### config.mk
export PLATFORM = sky130hd
export DESIGN_NAME = ikaz_zil_kontrol
export DESIGN_NICKNAME = d
export VERILOG_FILES = /design/src/rtl/ikaz_pkg.sv /design/src/rtl/ikaz_tick_gen.sv /design/src/rtl/ikaz_zil_kontrol.sv
export SDC_FILE = /design/constraint.sdc
export NUM_CORES = 1
export LEC_CHECK = 0
export CAP_MARGIN = 15
export CELL_PAD_IN_SITES_DETAIL_PLACEMENT = 0
export CELL_PAD_IN_SITES_GLOBAL_PLACEMENT = 1
export CORE_MARGIN = 2
export CORE_UTILIZATION = 42
export CTS_CLUSTER_DIAMETER = 50
export DETAILED_ROUTE_END_ITERATION = 8
export PLACE_DENSITY = 0.76
export SLEW_MARGIN = 0
export SYNTH_ARGS = -nofsm -noshare
export SYNTH_HDL_FRONTEND = slang
export SYNTH_SLANG_ARGS = --single-unit
### constraint.sdc
create_clock -name clk -period 3 [get_ports clk]
set_clock_uncertainty 0.15 [all_clocks]
set_input_delay 0.75 -clock clk [delete_from_list [all_inputs] [get_ports clk]]
set_output_delay 0.75 -clock clk [all_outputs]
set_load 0.005 [all_outputs]
### src/rtl/ikaz_pkg.sv
// Shared types and default timing for the buzzer warning controller.
// The MUTED state exists only when IKAZ_SUSTURMA_EN is defined.
package ikaz_pkg;

  typedef enum logic [2:0] {
    ST_IDLE    = 3'd0,
    ST_DEB     = 3'd1,
    ST_SLOW    = 3'd2,
    ST_FAST    = 3'd3,
    ST_TIMEOUT = 3'd4
`ifdef IKAZ_SUSTURMA_EN
    ,
    ST_MUTED   = 3'd5
`endif
  } durum_e;

  localparam int unsigned DEF_TICK_DIV    = 100000;
  localparam int unsigned DEF_DEB_MS      = 20;
  localparam int unsigned DEF_SLOW_ON_MS  = 250;
  localparam int unsigned DEF_SLOW_OFF_MS = 750;
  localparam int unsigned DEF_FAST_ON_MS  = 125;
  localparam int unsigned DEF_FAST_OFF_MS = 125;
  localparam int unsigned DEF_SLOW_CYC    = 8;
  localparam int unsigned DEF_FAST_CYC    = 40;

  // Used for sizing counters from the parameter set.
  function automatic int unsigned max2(input int unsigned a, input int unsigned b);
    return (a > b) ? a : b;
  endfunction

endpackage

### src/rtl/ikaz_tick_gen.sv
// Free-running 1 ms tick generator: one-clk tick every TICK_DIV clks.
module ikaz_tick_gen
  import ikaz_pkg::*;
#(
  parameter int unsigned TICK_DIV = DEF_TICK_DIV
) (
  input  logic clk,
  input  logic rst_n,
  output logic tick
);

  localparam int unsigned CW = (TICK_DIV > 1) ? $clog2(TICK_DIV) : 1;
  localparam logic [CW-1:0] LAST = CW'(TICK_DIV - 1);

  logic [CW-1:0] r_cnt;
  logic          r_tick;

  // Divider wraps at TICK_DIV-1 and emits a registered tick on the wrap.
  always_ff @(posedge clk or negedge rst_n) begin
    if (!rst_n) begin
      r_cnt  <= '0;
      r_tick <= 1'b0;
    end else if (r_cnt == LAST) begin
      r_cnt  <= '0;
      r_tick <= 1'b1;
    end else begin
      r_cnt  <= r_cnt + 1'b1;
      r_tick <= 1'b0;
    end
  end

  assign tick = r_tick;

endmodule

### src/rtl/ikaz_zil_kontrol.sv
// Seatbelt/door buzzer controller: debounce, slow then fast beep pattern,
// timeout. Optional mute button/state enabled by macro IKAZ_SUSTURMA_EN.
module ikaz_zil_kontrol
  import ikaz_pkg::*;
#(
  parameter int unsigned TICK_DIV    = DEF_TICK_DIV,
  parameter int unsigned DEB_MS      = DEF_DEB_MS,
  parameter int unsigned SLOW_ON_MS  = DEF_SLOW_ON_MS,
  parameter int unsigned SLOW_OFF_MS = DEF_SLOW_OFF_MS,
  parameter int unsigned FAST_ON_MS  = DEF_FAST_ON_MS,
  parameter int unsigned FAST_OFF_MS = DEF_FAST_OFF_MS,
  parameter int unsigned SLOW_CYC    = DEF_SLOW_CYC,
  parameter int unsigned FAST_CYC    = DEF_FAST_CYC
) (
  input  logic       clk,
  input  logic       rst_n,
  input  logic       motor_durumu,
  input  logic       emniyet_kemeri_ikaz,
  input  logic       kapi_ikaz,
`ifdef IKAZ_SUSTURMA_EN
  input  logic       susturma_btn,
`endif
  output logic       zil,
  output logic       ikaz_aktif,
  output logic [2:0] durum
);

  localparam int unsigned MS_MAX = max2(max2(DEB_MS, max2(SLOW_ON_MS, SLOW_OFF_MS)),
                                        max2(FAST_ON_MS, FAST_OFF_MS));
  localparam int unsigned MS_W   = (MS_MAX > 0) ? $clog2(MS_MAX + 1) : 1;
  localparam int unsigned PER_W  = $clog2(max2(SLOW_CYC, FAST_CYC) + 1);

  localparam logic [MS_W-1:0]  DEB_LIM      = MS_W'(DEB_MS - 1);
  localparam logic [MS_W-1:0]  SLOW_ON_LIM  = MS_W'(SLOW_ON_MS - 1);
  localparam logic [MS_W-1:0]  SLOW_OFF_LIM = MS_W'(SLOW_OFF_MS - 1);
  localparam logic [MS_W-1:0]  FAST_ON_LIM  = MS_W'(FAST_ON_MS - 1);
  localparam logic [MS_W-1:0]  FAST_OFF_LIM = MS_W'(FAST_OFF_MS - 1);
  localparam logic [PER_W-1:0] SLOW_CYC_LIM = PER_W'(SLOW_CYC - 1);
  localparam logic [PER_W-1:0] FAST_CYC_LIM = PER_W'(FAST_CYC - 1);

  durum_e           r_state;
  logic [MS_W-1:0]  r_ms;
  logic [PER_W-1:0] r_per;
  logic             r_on;
  logic             r_zil;
  logic             r_aktif;
  logic             r_kapi_d;

  logic             w_tick;
  logic             w_istek;
  logic             w_kapi_rise;
  logic [MS_W-1:0]  w_phase_lim;
  logic [PER_W-1:0] w_cyc_lim;

  ikaz_tick_gen #(.TICK_DIV(TICK_DIV)) u_tick (
    .clk   (clk),
    .rst_n (rst_n),
    .tick  (w_tick)
  );

  assign w_istek     = motor_durumu & (emniyet_kemeri_ikaz | kapi_ikaz);
  assign w_kapi_rise = kapi_ikaz & ~r_kapi_d;

  // Select the tick limit of the current phase and the period limit of the current pattern.
  always_comb begin
    w_phase_lim = FAST_OFF_LIM;
    w_cyc_lim   = FAST_CYC_LIM;
    if (r_state == ST_SLOW) begin
      w_phase_lim = r_on ? SLOW_ON_LIM : SLOW_OFF_LIM;
      w_cyc_lim   = SLOW_CYC_LIM;
    end else begin
      w_phase_lim = r_on ? FAST_ON_LIM : FAST_OFF_LIM;
    end
  end

  // Main FSM; zil follows r_on one clk late, so every state change forces it to 0.
  always_ff @(posedge clk or negedge rst_n) begin
    if (!rst_n) begin
      r_state  <= ST_IDLE;
      r_ms     <= '0;
      r_per    <= '0;
      r_on     <= 1'b0;
      r_zil    <= 1'b0;
      r_aktif  <= 1'b0;
      r_kapi_d <= 1'b0;
    end else begin
      r_kapi_d <= kapi_ikaz;
      r_zil    <= 1'b0;
      case (r_state)
        ST_IDLE: begin
          if (w_istek) begin
            r_state <= ST_DEB;
            r_ms    <= '0;
          end
        end
        ST_DEB: begin
          if (!w_istek) begin
            r_state <= ST_IDLE;
            r_ms    <= '0;
          end else if (w_tick) begin
            if (r_ms == DEB_LIM) begin
              r_state <= kapi_ikaz ? ST_FAST : ST_SLOW;
              r_aktif <= 1'b1;
              r_ms    <= '0;
              r_per   <= '0;
              r_on    <= 1'b1;
            end else begin
              r_ms <= r_ms + 1'b1;
            end
          end
        end
        ST_SLOW, ST_FAST: begin
          if (!w_istek) begin
            r_state <= ST_IDLE;
            r_aktif <= 1'b0;
            r_ms    <= '0;
            r_per   <= '0;
            r_on    <= 1'b0;
          end else if ((r_state == ST_SLOW) && w_kapi_rise) begin
            r_state <= ST_FAST;
            r_ms    <= '0;
            r_per   <= '0;
            r_on    <= 1'b1;
`ifdef IKAZ_SUSTURMA_EN
          end else if (susturma_btn) begin
            r_state <= ST_MUTED;
            r_ms    <= '0;
            r_per   <= '0;
            r_on    <= 1'b0;
`endif
          end else begin
            r_zil <= r_on;
            if (w_tick) begin
              if (r_ms == w_phase_lim) begin
                r_ms <= '0;
                r_on <= ~r_on;
                if (!r_on) begin
                  if (r_per == w_cyc_lim) begin
                    r_state <= (r_state == ST_SLOW) ? ST_FAST : ST_TIMEOUT;
                    r_per   <= '0;
                    r_on    <= (r_state == ST_SLOW);
                  end else if (r_per != '1) begin
                    r_per <= r_per + 1'b1;
                  end
                end
              end else if (r_ms != '1) begin
                r_ms <= r_ms + 1'b1;
              end
            end
          end
        end
        ST_TIMEOUT: begin
          if (!w_istek) begin
            r_state <= ST_IDLE;
            r_aktif <= 1'b0;
          end
        end
`ifdef IKAZ_SUSTURMA_EN
        ST_MUTED: begin
          if (!w_istek) begin
            r_state <= ST_IDLE;
            r_aktif <= 1'b0;
          end else if (w_kapi_rise) begin
            r_state <= ST_FAST;
            r_ms    <= '0;
            r_per   <= '0;
            r_on    <= 1'b1;
          end
        end
`endif
        default: begin
          r_state <= ST_IDLE;
          r_aktif <= 1'b0;
          r_ms    <= '0;
          r_per   <= '0;
          r_on    <= 1'b0;
        end
      endcase
    end
  end

  assign zil        = r_zil;
  assign ikaz_aktif = r_aktif;
  assign durum      = r_state;

endmodule

==> results of run 1 <==
==> synth_stat cells (all sizes together) (2+ instances only) <==
| cell type | instances |
|---|---|
| mux2 | 2 |
| and2 | 2 |
| nor3b | 3 |
| or4 | 2 |
| a41oi | 2 |
| o31ai | 3 |
| nor2 | 27 |
| o41ai | 2 |
| and3 | 8 |
| xor2 | 8 |
| a21oi | 10 |
| nor4b | 2 |
| nor4 | 3 |
| o211ai | 2 |
| xnor2 | 8 |
| o21a | 2 |
| ha | 3 |
| nand2 | 17 |
| buf | 7 |
| nand4 | 3 |
| a211oi | 3 |
| o2111a | 2 |
| nor2b | 5 |
| dfrtp | 41 |
| a22o | 7 |
| o32ai | 2 |
| inv | 9 |
| or3 | 2 |
| nor3 | 9 |
| o21ai | 19 |
| nand3 | 18 |
| nand2b | 3 |
==> metrics by stage <==
step                hold slack, ns  cell area [sq um]  total power [mW]  setup WS, ns  utilization (%)
floorplan                    0.283               2320             0.754         0.766                -
global placement             0.296               2560             0.838        0.0631             47.4
detailed placement           0.302               2560             0.838        0.0407             47.4
CTS                          0.315               2650              1.23         0.336             49.1
global route                 0.345               2650              1.28         0.183             49.1
finish                       0.308               2650              1.21         0.327             49.1
==> layout make-up <==
cell class	instances	area share (%)
Multi-Input combinational cell	188	45.8
Sequential cell	41	38.7
Timing Repair Buffer	24	7.45
Tap cell	72	3.40
Clock buffer	5	2.59
Inverter	9	1.27
Clock inverter	3	0.849
==> worst max-delay path by stage <==
| stage | from | endpoint | slack (ns) |
|---|---|---|---|
| after detailed placement | kapi_ikaz | r_ms[2]$_DFFE_PN0P_ | 0.04 |
| after CTS | kapi_ikaz | r_ms[2]$_DFFE_PN0P_ | 0.34 |
| final | kapi_ikaz | r_ms[2]$_DFFE_PN0P_ | 0.33 |
| after global placement | kapi_ikaz | r_ms[2]$_DFFE_PN0P_ | 0.06 |
| after global routing | kapi_ikaz | r_ms[2]$_DFFE_PN0P_ | 0.18 |
| after floorplan | kapi_ikaz | r_per[3]$_DFFE_PN0P_ | 0.77 |
==> logic make-up after synthesis <==
group | count (synthesis) | share of synthesized area, %
DFF | 41 | 44.2
xor gates and xnor gates | 16 | 6.04
adders and majority gates | 3 | 1.62
AOI/OAI and AO/OA | 60 | 18.1
muxes | 3 | 1.40
and+or+nand+nor | 106 | 25.1
buffers and inverters | 17 | 3.45
==> power breakdown <==
| part | switching [mW] | total, mW | leakage [nW] | internal [mW] |
|---|---|---|---|---|
| clock network | 0.220 | 0.386 | 0.0481 | 0.166 |
| logic | 0.114 | 0.212 | 0.553 | 0.0975 |
| registers | 0.0440 | 0.616 | 0.549 | 0.572 |
==> layer usage <==
metal	wire (um)	track usage, %	vias to the layer above
met5	0	0	-
met4	78	6.49	0
met3	117	3.91	8
met2	2340	29.3	21
met1	2500	25.3	907
li1	-	-	946
==> flip-flops by register name, summed over array words and instances, names as in the netlist, 3 cells and up <==
register	cells
durum	3
r_ms	10
r_per	6
u_tick.r_cnt	17
==> results.py, run 1 <==
metrics = {
    "cts": {
        "cts_sinks": 41,
        "cts_made_buffers": 5,
        "cts_tree": "yes",
        "h-tree-depth": 2,
        "clk_pin_slew_ns": 0.09,
        "root_buffer": "clkbuf_8",
        "cts_buffer_depth": 2,
        "hold_buffers": 0,
        "clk_latency_ns": 0.30,
        "postCtsSetupRepairBufs": 0,
        "cts_resized": 0,
    },
    "global_routing": {
        "grt_pass1_wl_um": 8990,
        "grt_max_degree": 42,
        "antenna_found_initial": 0,
        "overflow": 0,
        "grt_pass1_vias": 1911,
        "grt_usage_pct": 18.6,
    },
    "setup_path": {
        "cp_num_buf_inv": 3,
        "max_stage_delay_ns": 0.58,
        "required_ns": 3.04,
        "cpMostUsedCell": "buf_4",
        "crit_type": "input port to flip-flop",
        "arrival_ns": 2.72,
        "path_depth": 9,
        "cp_top_family": "buffers and inverters",
        "r2r_start": "r_ms[0]$_DFFE_PN0P_",
        "crit_path_start_kind": "input port",
        "r2r_cells": 8,
        "crit_slowest_cell": "clkdlybuf4s50_1",
        "end_kind": "flip-flop",
        "worst-path-max-fanout": 11,
        "r2r_end": "r_ms[2]$_DFFE_PN0P_",
        "crit_chain": "clkdlybuf4s50_1 -> o21a_1 -> nand2b_1 -> o31ai_1 -> a41oi_2 -> buf_4 -> nor2b_2 -> buf_4 -> a22o_1",
        "rrSetupSlack_ns": 0.45,
    },
    "run": {
        "cap_violations": 0,
    },
    "timing": {
        "finalHoldViolations": 0,
        "tns_ns": 0,
        "slew_violations": 0,
        "tightest_slew_ns": 0.941,
        "setup_viol": 0,
        "fin_crit_sh_pct": 89.1,
        "finalCriticalPeriod_ns": 2.67,
        "relSlewSlack_pct": 37.3,
        "rsz0062_at_grt": "no",
        "max_freq_ghz": 0.374,
    },
    "cells_and_area": {
        "area_growth_syn_to_layout_pct": 14.3,
        "seq_area_sq_um": 1030,
        "fin_cells": 342,
        "multiInputGateArea_sq_um": 1210,
        "layout_common_cells": "dfrtp_1 (41), nor2_1 (27), nand3_1 (17), nand2_1 (17)",
        "fill_cells": 532,
        "drive_gt1_share_pct": 12.2,
        "final_nets": 277,
        "final_common_cell": "dfrtp_1",
        "n_antenna_cell": 0,
    },
    "die": {
        "start_util_pct": 42.9,
        "core_sq_um": 5410,
        "dieArea_sq_um": 6130,
        "design.portCount": 10,
        "num_rows": 27,
        "die_h_um": 78.3,
        "die_w_um": 78.3,
    },
    "synthesis": {
        "synth_edf_count": 0,
        "synth_cell_types": 54,
        "yosysTopAreaCellShare_pct": 44.2,
        "synth_ff_type": "dfrtp_1",
        "ys.warnings.count": 0,
        "synth_area_leaders": "dfrtp_1 (44%), nor2_1 (4.4%), nand3_1 (3.7%), o21ai_0 (3.2%), xnor2_1 (3.0%)",
        "syn_inst": 246,
        "syn_area_sq_um": 2320,
        "yosysSeqAreaShare_pct": 44.2,
        "synth_nets": 254,
        "yosys.area.top_type": "dfrtp_1",
        "async_flop_share_pct": 100,
        "ys_ff_latch": 41,
        "avgSynthCellArea_sq_um": 9.43,
    },
    "hold_path": {
        "hold_depth": 1,
        "min_to": "u_tick.r_cnt[0]$_DFF_PN0_",
        "min_from": "u_tick.r_cnt[0]$_DFF_PN0_",
        "hold_class": "flip-flop to flip-flop",
    },
    "pwr": {
        "vdd_drop_max_uv": 202,
        "p_leak_nw": 1.15,
        "power_density_nw_per_um2": 457,
    },
    "route": {
        "vias": 1882,
        "viasPerCell": 5.50,
        "drt_pass1_iterations": 4,
        "detail_route.wl_per_cell_um": 14.7,
        "routed_wl_um": 5030,
        "detail-route-antenna-nets": 0,
        "drc": 0,
        "drt_iter0_drc": 70,
    },
    "placement": {
        "portBuffers": 9,
        "gp_congestion": 0.807,
        "place_inst": 334,
        "hpwl_um": 3520,
    },
    "status": {
        "status": "finished, final reports clean",
    },
}
(Power assumes the default switching activity.)
==> inputs of run 2 (changes only) <==
--- a/config.mk
+++ b/config.mk
@@ -11,7 +11,9 @@
 export CORE_MARGIN = 2
 export CORE_UTILIZATION = 42
 export CTS_CLUSTER_DIAMETER = 50
+export CTS_CLUSTER_SIZE = 28
 export DETAILED_ROUTE_END_ITERATION = 8
+export MAX_ROUTING_LAYER = met4
 export PLACE_DENSITY = 0.76
 export SLEW_MARGIN = 0
 export SYNTH_ARGS = -nofsm -noshare
==> run 2 against run 1 <==
  * Final cell count stayed put
  * Critical path depth stayed put
  * Design area stayed put
  * Sequential share of layout area stayed put
  * Register-to-register slack hardly changed
  * Clock power hardly changed
  * Non-clock buffer count stayed put
  * Setup slack hardly changed
  * Hold slack hardly changed
  * Routed wire length hardly changed
  * Total power is 0.14% lower
  * Via count is 0.53% higher
==> results.py, run 2 (synthesis gave the netlist of run 1 again) <==
metrics = {
    "route": {
        "detail_route.wl_per_cell_um": 14.7,
        "detail-route-antenna-nets": 0,
        "vias": 1892,
        "viasPerCell": 5.53,
        "drt_pass1_iterations": 4,
        "routed_wl_um": 5030,
        "drt_iter0_drc": 75,
        "drc": 0,
    },
    "cts": {
        "cts_tree": "yes",
        "cts_sinks": 41,
        "clk_latency_ns": 0.30,
        "cts_made_buffers": 5,
        "clk_pin_slew_ns": 0.09,
        "postCtsSetupRepairBufs": 0,
        "cts_buffer_depth": 2,
        "h-tree-depth": 2,
        "cts_resized": 0,
        "root_buffer": "clkbuf_8",
        "hold_buffers": 0,
    },
    "timing": {
        "max_freq_ghz": 0.374,
        "slew_violations": 0,
        "relSlewSlack_pct": 38.1,
        "fin_crit_sh_pct": 89.1,
        "rsz0062_at_grt": "no",
        "finalHoldViolations": 0,
        "tightest_slew_ns": 0.929,
        "setup_viol": 0,
        "tns_ns": 0,
        "finalCriticalPeriod_ns": 2.67,
    },
    "global_routing": {
        "grt_pass1_wl_um": 9000,
        "overflow": 0,
        "antenna_found_initial": 0,
        "grt_usage_pct": 19.2,
        "grt_pass1_vias": 1910,
        "grt_max_degree": 42,
    },
    "cells_and_area": {
        "layout_common_cells": "dfrtp_1 (41), nor2_1 (27), nand3_1 (17), nand2_1 (17)",
        "final_common_cell": "dfrtp_1",
        "drive_gt1_share_pct": 12.2,
        "largest_register": "u_tick.r_cnt",
        "largest_reg_flops": 17,
        "largest_registers": "u_tick.r_cnt: 17 flops, r_ms: 10 flops, r_per: 6 flops",
        "n_antenna_cell": 0,
        "area_growth_syn_to_layout_pct": 14.3,
        "final_nets": 277,
        "fill_cells": 532,
    },
    "pwr": {
        "power_density_nw_per_um2": 457,
        "vdd_drop_max_uv": 203,
        "p_total_mw": 1.21,
        "p_leak_nw": 1.15,
    },
    "die": {
        "dieArea_sq_um": 6130,
        "core_sq_um": 5410,
        "design.portCount": 10,
        "start_util_pct": 42.9,
        "die_w_um": 78.3,
        "num_rows": 27,
        "die_h_um": 78.3,
    },
    "placement": {
        "gp_congestion": 0.819,
        "hpwl_um": 3520,
        "portBuffers": 9,
    },
    "setup_path": {
        "crit_type": "input port to flip-flop",
        "required_ns": 3.04,
        "arrival_ns": 2.72,
        "end_kind": "flip-flop",
        "rrSetupSlack_ns": 0.44,
        "crit_path_start_kind": "input port",
        "worst-path-max-fanout": 11,
    },
    "status": {
        "status": "finished, final reports clean",
    },
    "run": {
        "cap_violations": 0,
    },
    "hold_path": {
        "hold_class": "flip-flop to flip-flop",
    },
}
## run 2: cell counts in the layout (fill, tap and decap cells not counted)
Identical to the previous run, type by type.
## run 2: critical path, stage by stage
cell             delay (ns)
clkdlybuf4s50_1        0.58
o21a_1                 0.18
nand2b_1               0.08
o31ai_1                0.36
a41oi_2                0.06
buf_4                  0.19
nor2b_2                0.16
buf_4                  0.15
a22o_1                 0.21
## run 2: routing by layer
metal	global-route usage (%)	vias to the layer above	share of wire [%]
met5	-	-	0
met4	6.49	0	1.0
met3	4.25	4	2.6
met2	29.3	24	47
met1	25.3	920	49
li1	-	944	-
## run 2: final timing paths
kind                                            from                   endpoint  depth (start not counted)
max                                        kapi_ikaz        r_ms[2]$_DFFE_PN0P_                          9
min                        u_tick.r_cnt[0]$_DFF_PN0_  u_tick.r_cnt[0]$_DFF_PN0_                          1
max reg2reg                      r_ms[0]$_DFFE_PN0P_        r_ms[2]$_DFFE_PN0P_                          8
min reg2reg                u_tick.r_cnt[0]$_DFF_PN0_  u_tick.r_cnt[0]$_DFF_PN0_                          1
max in group asynchronous                      rst_n       r_per[2]$_DFFE_PN0P_                          1
min in group asynchronous                      rst_n       r_per[1]$_DFFE_PN0P_                          1
## run 2: layout make-up
cell class / count / area [sq um] / area share, %
multi-input combinational: 188 / 1210 / 45.8
sequential: 41 / 1030 / 38.7
timing repair buffer: 24 / 198 / 7.45
tap: 72 / 90.1 / 3.40
clock buffer: 5 / 68.8 / 2.59
inverter: 9 / 33.8 / 1.27
clock inverter: 3 / 22.5 / 0.849
## run 2: report_power, final
part | switching (mW) | internal [mW] | leakage [nW] | total (mW)
Combinational | 0.114 | 0.0975 | 0.553 | 0.211
Clock | 0.219 | 0.165 | 0.0481 | 0.384
Sequential | 0.0442 | 0.572 | 0.549 | 0.616
Total | 0.377 | 0.834 | 1.15 | 1.21
## run 2: through the flow
stage | hold slack, ns | setup slack, ns | util, % | std cells | cell area, sq um
4_1_cts | 0.315 | 0.336 | 49.1 | 342 | 2650
6_report | 0.308 | 0.327 | 49.1 | 342 | 2650
3_3_place_gp | 0.296 | 0.0631 | 47.4 | 334 | 2560
5_1_grt | 0.345 | 0.186 | 49.1 | 342 | 2650
2_1_floorplan | 0.283 | 0.766 | - | 246 | 2320
3_5_place_dp | 0.302 | 0.0407 | 47.4 | 334 | 2560
